### src/rtl/register_file_hilo.sv
// register_file_hilo
// Write-back end of the pipeline: 32-entry GPR file (r0 hard-wired to zero)
// plus the HI/LO special registers. Reads are combinational with a same-cycle
// bypass from the write-back bundle, so a consumer never waits a cycle for a
// value that is being retired right now.
module register_file_hilo #(
  parameter int DATA_WIDTH = 32,
  parameter int ADDR_WIDTH = 5
) (
  input  logic                  clock,
  input  logic                  reset,
  input  logic                  register_write_enable_i,
  input  logic [ADDR_WIDTH-1:0] register_write_address_i,
  input  logic [DATA_WIDTH-1:0] register_write_data_i,
  input  logic                  register_hi_write_enable_i,
  input  logic [DATA_WIDTH-1:0] register_hi_write_data_i,
  input  logic                  register_lo_write_enable_i,
  input  logic [DATA_WIDTH-1:0] register_lo_write_data_i,
  input  logic                  register_read_enable_0_i,
  input  logic [ADDR_WIDTH-1:0] register_read_address_0_i,
  output logic [DATA_WIDTH-1:0] register_read_data_0_o,
  input  logic                  register_read_enable_1_i,
  input  logic [ADDR_WIDTH-1:0] register_read_address_1_i,
  output logic [DATA_WIDTH-1:0] register_read_data_1_o,
  output logic [DATA_WIDTH-1:0] register_hi_data_o,
  output logic [DATA_WIDTH-1:0] register_lo_data_o
);

  localparam int REG_COUNT = 2 ** ADDR_WIDTH;

  // r0 has no storage; the array starts at index 1.
  logic [DATA_WIDTH-1:0] gpr_r [1:REG_COUNT-1];
  logic [DATA_WIDTH-1:0] hi_r;
  logic [DATA_WIDTH-1:0] lo_r;

  logic                  gpr_write_s;
  logic [DATA_WIDTH-1:0] read_data_0_s;
  logic [DATA_WIDTH-1:0] read_data_1_s;
  logic [DATA_WIDTH-1:0] hi_data_s;
  logic [DATA_WIDTH-1:0] lo_data_s;

  // A GPR write only takes effect for a nonzero address.
  assign gpr_write_s = register_write_enable_i &&
                       (register_write_address_i != {ADDR_WIDTH{1'b0}});

  // GPR storage: reset clears every entry and discards the write bundle.
  always_ff @(posedge clock) begin
    if (reset) begin
      for (int i = 32'sd1; i < REG_COUNT; i++) begin
        gpr_r[i[ADDR_WIDTH-1:0]] <= {DATA_WIDTH{1'b0}};
      end
    end else if (gpr_write_s) begin
      gpr_r[register_write_address_i] <= register_write_data_i;
    end else begin
      gpr_r[register_write_address_i] <= gpr_r[register_write_address_i];
    end
  end

  // HI/LO storage: independent strobes, hold when the strobe is low.
  always_ff @(posedge clock) begin
    if (reset) begin
      hi_r <= {DATA_WIDTH{1'b0}};
      lo_r <= {DATA_WIDTH{1'b0}};
    end else begin
      if (register_hi_write_enable_i) begin
        hi_r <= register_hi_write_data_i;
      end else begin
        hi_r <= hi_r;
      end
      if (register_lo_write_enable_i) begin
        lo_r <= register_lo_write_data_i;
      end else begin
        lo_r <= lo_r;
      end
    end
  end

  // Read port 0: reset, disable and r0 force zero; a matching write bypasses.
  always_comb begin
    read_data_0_s = {DATA_WIDTH{1'b0}};
    if (reset) begin
      read_data_0_s = {DATA_WIDTH{1'b0}};
    end else if (!register_read_enable_0_i) begin
      read_data_0_s = {DATA_WIDTH{1'b0}};
    end else if (register_read_address_0_i == {ADDR_WIDTH{1'b0}}) begin
      read_data_0_s = {DATA_WIDTH{1'b0}};
    end else if (register_write_enable_i &&
                 (register_write_address_i == register_read_address_0_i)) begin
      read_data_0_s = register_write_data_i;
    end else begin
      read_data_0_s = gpr_r[register_read_address_0_i];
    end
  end

  // Read port 1: same resolution as port 0, evaluated independently.
  always_comb begin
    read_data_1_s = {DATA_WIDTH{1'b0}};
    if (reset) begin
      read_data_1_s = {DATA_WIDTH{1'b0}};
    end else if (!register_read_enable_1_i) begin
      read_data_1_s = {DATA_WIDTH{1'b0}};
    end else if (register_read_address_1_i == {ADDR_WIDTH{1'b0}}) begin
      read_data_1_s = {DATA_WIDTH{1'b0}};
    end else if (register_write_enable_i &&
                 (register_write_address_i == register_read_address_1_i)) begin
      read_data_1_s = register_write_data_i;
    end else begin
      read_data_1_s = gpr_r[register_read_address_1_i];
    end
  end

  // HI/LO outputs: zero in reset, otherwise bypass a pending write.
  always_comb begin
    hi_data_s = {DATA_WIDTH{1'b0}};
    lo_data_s = {DATA_WIDTH{1'b0}};
    if (reset) begin
      hi_data_s = {DATA_WIDTH{1'b0}};
      lo_data_s = {DATA_WIDTH{1'b0}};
    end else begin
      if (register_hi_write_enable_i) begin
        hi_data_s = register_hi_write_data_i;
      end else begin
        hi_data_s = hi_r;
      end
      if (register_lo_write_enable_i) begin
        lo_data_s = register_lo_write_data_i;
      end else begin
        lo_data_s = lo_r;
      end
    end
  end

  assign register_read_data_0_o = read_data_0_s;
  assign register_read_data_1_o = read_data_1_s;
  assign register_hi_data_o     = hi_data_s;
  assign register_lo_data_o     = lo_data_s;

endmodule

### config.mk
export PLATFORM = sky130hd
export DESIGN_NAME = register_file_hilo
export DESIGN_NICKNAME = d
export VERILOG_FILES = /design/src/rtl/register_file_hilo.sv
export SDC_FILE = /design/constraint.sdc
export NUM_CORES = 2
export LEC_CHECK = 0
export CORE_MARGIN = 3
export CORE_UTILIZATION = 30
export CTS_BUF_LIST = sky130_fd_sc_hd__clkbuf_4 sky130_fd_sc_hd__clkbuf_8
export CTS_CLUSTER_DIAMETER = 30
export DETAILED_ROUTE_END_ITERATION = 10
export GPL_ROUTABILITY_DRIVEN = 0
export SLEW_MARGIN = 0
export SYNTH_ARGS = -nofsm -noshare
export SYNTH_HDL_FRONTEND = slang
export SYNTH_SLANG_ARGS = --single-unit
### constraint.sdc
create_clock -name clock -period 2.76 [get_ports clock]
set_input_delay 0.552 -clock clock [delete_from_list [all_inputs] [get_ports clock]]
set_output_delay 0.552 -clock clock [all_outputs]
set_load 0.1 [all_outputs]
**Word-level counts from Yosys, hierarchy flattened**

Memory sizes are Yosys's and may differ from the RTL's.
Index checks and enable logic that the tools add are counted.

- Input bits: 118
- Logic and storage cells: 39
- Bits in writable memories: 992
- Register bits after elaboration: 64
- Output and inout port bits: 128
- Memories kept: 1

Memories:

| name | words | width | rd ports | clocked after Yosys merged registers in | wr ports | RTL line | source |
|---|---|---|---|---|---|---|---|
| gpr_r | 31 | 32 | 2 | 0 | 31 | 32 | `logic [DATA_WIDTH-1:0] gpr_r [1:REG_COUNT-1];` |

- Reductions and logical operators: 8
- Equality and inequality tests: 3
- Muxes and demuxes: 24
- Bitwise gates (word level): 1

Operators with widths:

| operator | number |
|---|---|
| $mux 32 | 14 |
| $reduce_or 32->1 | 1 |
| $eq 5x5->1 | 2 |
| $logic_not 5->1 | 2 |
| $mux 1 | 9 |
| $mux 5 | 1 |
| $reduce_bool 5->1 | 1 |
| $logic_and 1x1->1 | 3 |
| $reduce_and 2->1 | 1 |
| $ne 0x0->1 | 1 |
| $or 1x1->1 | 1 |

**Longest topological paths before layout**

- Depth in word-level cells: 9
- Gate-level depth with buffers: 10
- Mapped depth without buffers: 5

**Worst setup path before layout**

No wires, ideal clock.

- Kind: input port to output port
- From: in register_read_address_1_i[2]
- To: out register_read_data_1_o[30]
- Path buffers: 4
- Data arrival time: 3535 ps
- Cell stages on the path: 7
- Setup slack: -1327 ps
- Required time: 2208 ps
- Path through: buf_2 buf_4 clkbuf_1 clkbuf_1 mux2i_1 nand3_1 a31oi_1

- Longest elaborated chain between the ends: 6
- Elaborated cells between the ends (all ways): 8
- Classes of those cells: eq/ne (1); mux (4); reduce/logical (2); memory (1)

Ends and longest elaborated chain:

| element | RTL line | source |
|---|---|---|
| start, declared | 23 | `input logic [ADDR_WIDTH-1:0] register_read_address_1_i,` |
| parallel branches: the longest is 3 deep, another holds $mem_v2 31x32 | - |  |
| $mux 32 * | 102 | `end else if (register_read_address_1_i == {ADDR_WIDTH{1'b0}}) begin` |
| $mux 32 * | 100 | `end else if (!register_read_enable_1_i) begin` |
| $mux 32 * | 98 | `if (reset) begin` |
| end, declared | 24 | `output logic [DATA_WIDTH-1:0] register_read_data_1_o,` |

Every way passes the cells marked *.

==> flow_metrics.tcl <==
set metrics [dict create \
    synthArstFlopShare_pct 0 \
    multiInputGateArea_um2 25600 \
    finalWirelength_um 212000 \
    cts_buffers 276 \
    cts_tree "built" \
    track_usage_pct 21.3 \
    min_path_type "input port to flip-flop" \
    core_um2 188000 \
    ff2ff_path_depth 2 \
    ys_ff_latch 1088 \
    min-delay-start "register_lo_write_enable_i" \
    cpMaxStageDelayCell "mux4_2" \
    violations "setup timing" \
    routed_via_density 5.42 \
    drt_iter0_markers 4299 \
    clock-root-buffer "clkbuf_8" \
    drt_pass1_iterations 6 \
    fin_util_pct 40.6 \
    cts-hold-fix-buffers 0 \
    clock_path_buffers 4 \
    tns_ns -38.79 \
    leakage_nw 27.4 \
    yosysWarnings 0 \
    swShare_pct 26.9 \
    crit_type "flip-flop to primary output" \
    layout_setup_ws_ns -0.848 \
    fill_cells 17040 \
    syn_to_final_growth_pct 34.0 \
    synth_edf_count 1024 \
    critical_path.most_common_cell "mux4_2" \
    seqPwrFrac_pct 40.8 \
    synth_top_cell_by_area "edfxtp_1" \
    skew_ns 0 \
    ys_seq_area_share_pct 56.1 \
    worstMarginPinSlew_ns 0.697 \
    fin_crit_ns 3.61 \
    die_h_um 442 \
    synthTopCellsByArea "edfxtp_1, mux4_2, and2_1, mux2i_1, dfxtp_1" \
    dp_hpwl_um 142000 \
    grt_pass1_vias 41608 \
    post-route-period-util_pct 131 \
    drv_slew 0 \
    grt_pass1_wl_um 301000 \
    pwr-share-comb_pct 15.6 \
    critPathLaunchType "flip-flop" \
    hold_end "lo_r[20]$_DFF_P_" \
    layout-drive-gt1-share_pct 41.9 \
    critPathBufInv 1 \
    synthCells 3875 \
    rrSetupSlack_ns 2.04 \
    hold_viol 0 \
    fp.dieW_um 442 \
    ant_nets 0 \
    cts.clk_slew.worst_paths_ns 0.05 \
    nets 4708 \
    placement.io_buffers 245 \
    cp_cell_sequence "mux4_2, mux4_2, a221o_4, buf_12" \
    grt_remaining_overflow 0 \
    setup_viol_count_final 64 \
    grt_max_degree 80 \
    r2r-end "hi_r[11]$_DFF_P_" \
    synth_area_um2 57100 \
    cp.required_ns 2.21 \
    peakVddDrop_v 0.000577 \
    die_area_um2 196000 \
    rsz0062_at_grt "true" \
    total_power_mw 47.5 \
    switching_power_mw 12.8 \
    register_area_um2 32000 \
    vias 39463 \
    yosys_most_used_dff "edfxtp_1" \
    avgRoutedWirePerCell_um 29.1 \
    p_int_mw 34.7 \
    status "complete, but fails checks" \
    pin_count 246 \
    start_util_pct 30.3 \
    holdPathStages 3 \
    relSlewSlack_pct 53.4 \
    timing.fmax_mhz 277 \
    worstReg2RegStart "hi_r[11]$_DFF_P_" \
    max_stage_delay_ns 0.59 \
    cp_data_arrival_time_ns 3.06 \
    synth_area_per_cell_um2 14.7 \
    cp-end-kind "primary output" \
    synth_top_area_share_pct 53.9 \
    remaining_drc_errors 0 \
    row_count 159 \
    critPathTopFamily "multiplexers" \
    htreeDepth 5 \
    synth_cell_types 51 \
    insertion_delay_ns 0.94 \
    cts.sinks 1088 \
    clkPwrFrac_pct 43.6 \
    antenna_found_initial 10 \
    critPathMaxFanout 2 \
    power_density_nw_per_um2 621 \
    maxCapViolCount 0 \
]
## timing repair
action	4_1_cts	5_1_grt
pin swaps	115	40
buffers inserted	14	16
cloned	2	0
setup endpoints to repair	64	64
gates resized for setup	184	78
## cells by family (layout without fill, tap and decap cells)
kind of cell	after synthesis	after routing	share of synthesized area [%]
AO/OA/AOI/OAI	375	375	4.89
XOR/XNOR	10	10	0.153
buffers and inverters	422	1300	3.15
flip-flops	1088	1088	56.1
multiplexers	712	712	22.6
other	1	37	0.00657
AND/OR/NAND/NOR	1267	1267	13.1
## cells in the mapped netlist, types with 2 or more instances
library cell  instances
and2_1              995
o21ai_1               5
clkbuf_1            308
and3_1               20
buf_4                23
a22oi_1              67
a311oi_1              2
buf_1                17
or2_2                33
o22ai_1              32
nor2b_1               2
a21oi_1              80
xnor2_1               6
nand3_1               3
mux2i_1             252
a221oi_1              2
nand3b_1              4
o221ai_1             79
buf_6                 6
nor2_1              110
xor2_1                4
nand2_1              55
o22a_1               31
a221o_1              32
dfxtp_1              64
nor3_1               27
inv_1                 2
edfxtp_1           1024
nand2b_1              7
buf_2                64
nor3b_1               2
o211ai_1             32
mux4_2              460
a211oi_1              8
## worst min-delay path: stages
cell and delay, ns:
buf_2 0.20, mux2i_1 0.20, nor2_2 0.07
## cell usage in the layout (no fill, tap or decap), types with 25 or more instances in the layout
master	instances
edfxtp_1	1024
and2_1	992
mux4_2	460
buf_4	401
clkbuf_8	285
buf_12	275
mux2i_1	237
clkdlybuf4s50_1	99
nor2_2	71
dfxtp_1	64
a22oi_2	60
o221ai_1	56
nand2_1	45
a21oi_1	45
clkbuf_4	42
clkinv_2	42
clkinv_1	40
or2_2	33
buf_6	33
o211ai_1	32
conb_1	32
o22a_4	31
a221o_4	27
bufinv_16	25
## worst max path at each step
stage,startpoint,to,slack [ns],depth (start not counted)
floorplan,register_write_address_i[0],register_read_data_1_o[30],-0.28,7
global placement,register_write_address_i[1],register_read_data_1_o[0],-0.80,9
detailed placement,register_write_address_i[0],register_read_data_1_o[3],-0.83,9
CTS,gpr_r[13][21]$_SDFFCE_PN0P_,register_read_data_0_o[21],-0.93,4
global route,gpr_r[27][8]$_SDFFCE_PN0P_,register_read_data_0_o[8],-0.93,6
finish,gpr_r[13][21]$_SDFFCE_PN0P_,register_read_data_0_o[21],-0.85,4
## stage by stage
step                setup slack (ns)  hold WS [ns]  area (µm²)  instances
global route                  -0.931        0.0675       76500       7282
finish                        -0.848         0.130       76500       7284
global placement              -0.796         0.545       69500       6799
floorplan                     -0.277         0.651       58600       3906
CTS                           -0.934        0.0153       76000       7269
detailed placement            -0.826         0.553       69500       6799
## routing by layer
layer	global-route usage, %	wire (µm)	vias to the layer above
li1	-	-	16395
met1	24.3	74900	20387
met2	36.6	106000	2114
met3	5.03	17800	563
met4	12.3	13300	4
met5	0	25	-
## power by group through the flow
stage	Sequential [mW]	Clock (mW)	Combinational, mW
after detailed placement	19.7	0	7.04
after global routing	19.5	21.9	7.59
final	19.4	20.7	7.38
after CTS	19.4	21.0	7.24
after global placement	19.6	0	7.03
after floorplan	19.5	0	4.00
## final cells by class
cell class,count,area share (%)
inverter,4,0.0229
clock inverter,145,1.85
tap,2495,4.08
antenna,5,0.0164
timing repair buffer,824,13.2
sequential,1088,41.9
clock buffer,327,5.54
multi-input combinational,2396,33.4
## state kept, by name (all words and copies together), names as in the netlist
| signal | flops |
|---|---|
| lo_r | 32 |
| gpr_r | 1024 |
| hi_r | 32 |
No activity file was read; power rests on OpenSTA's default activity.
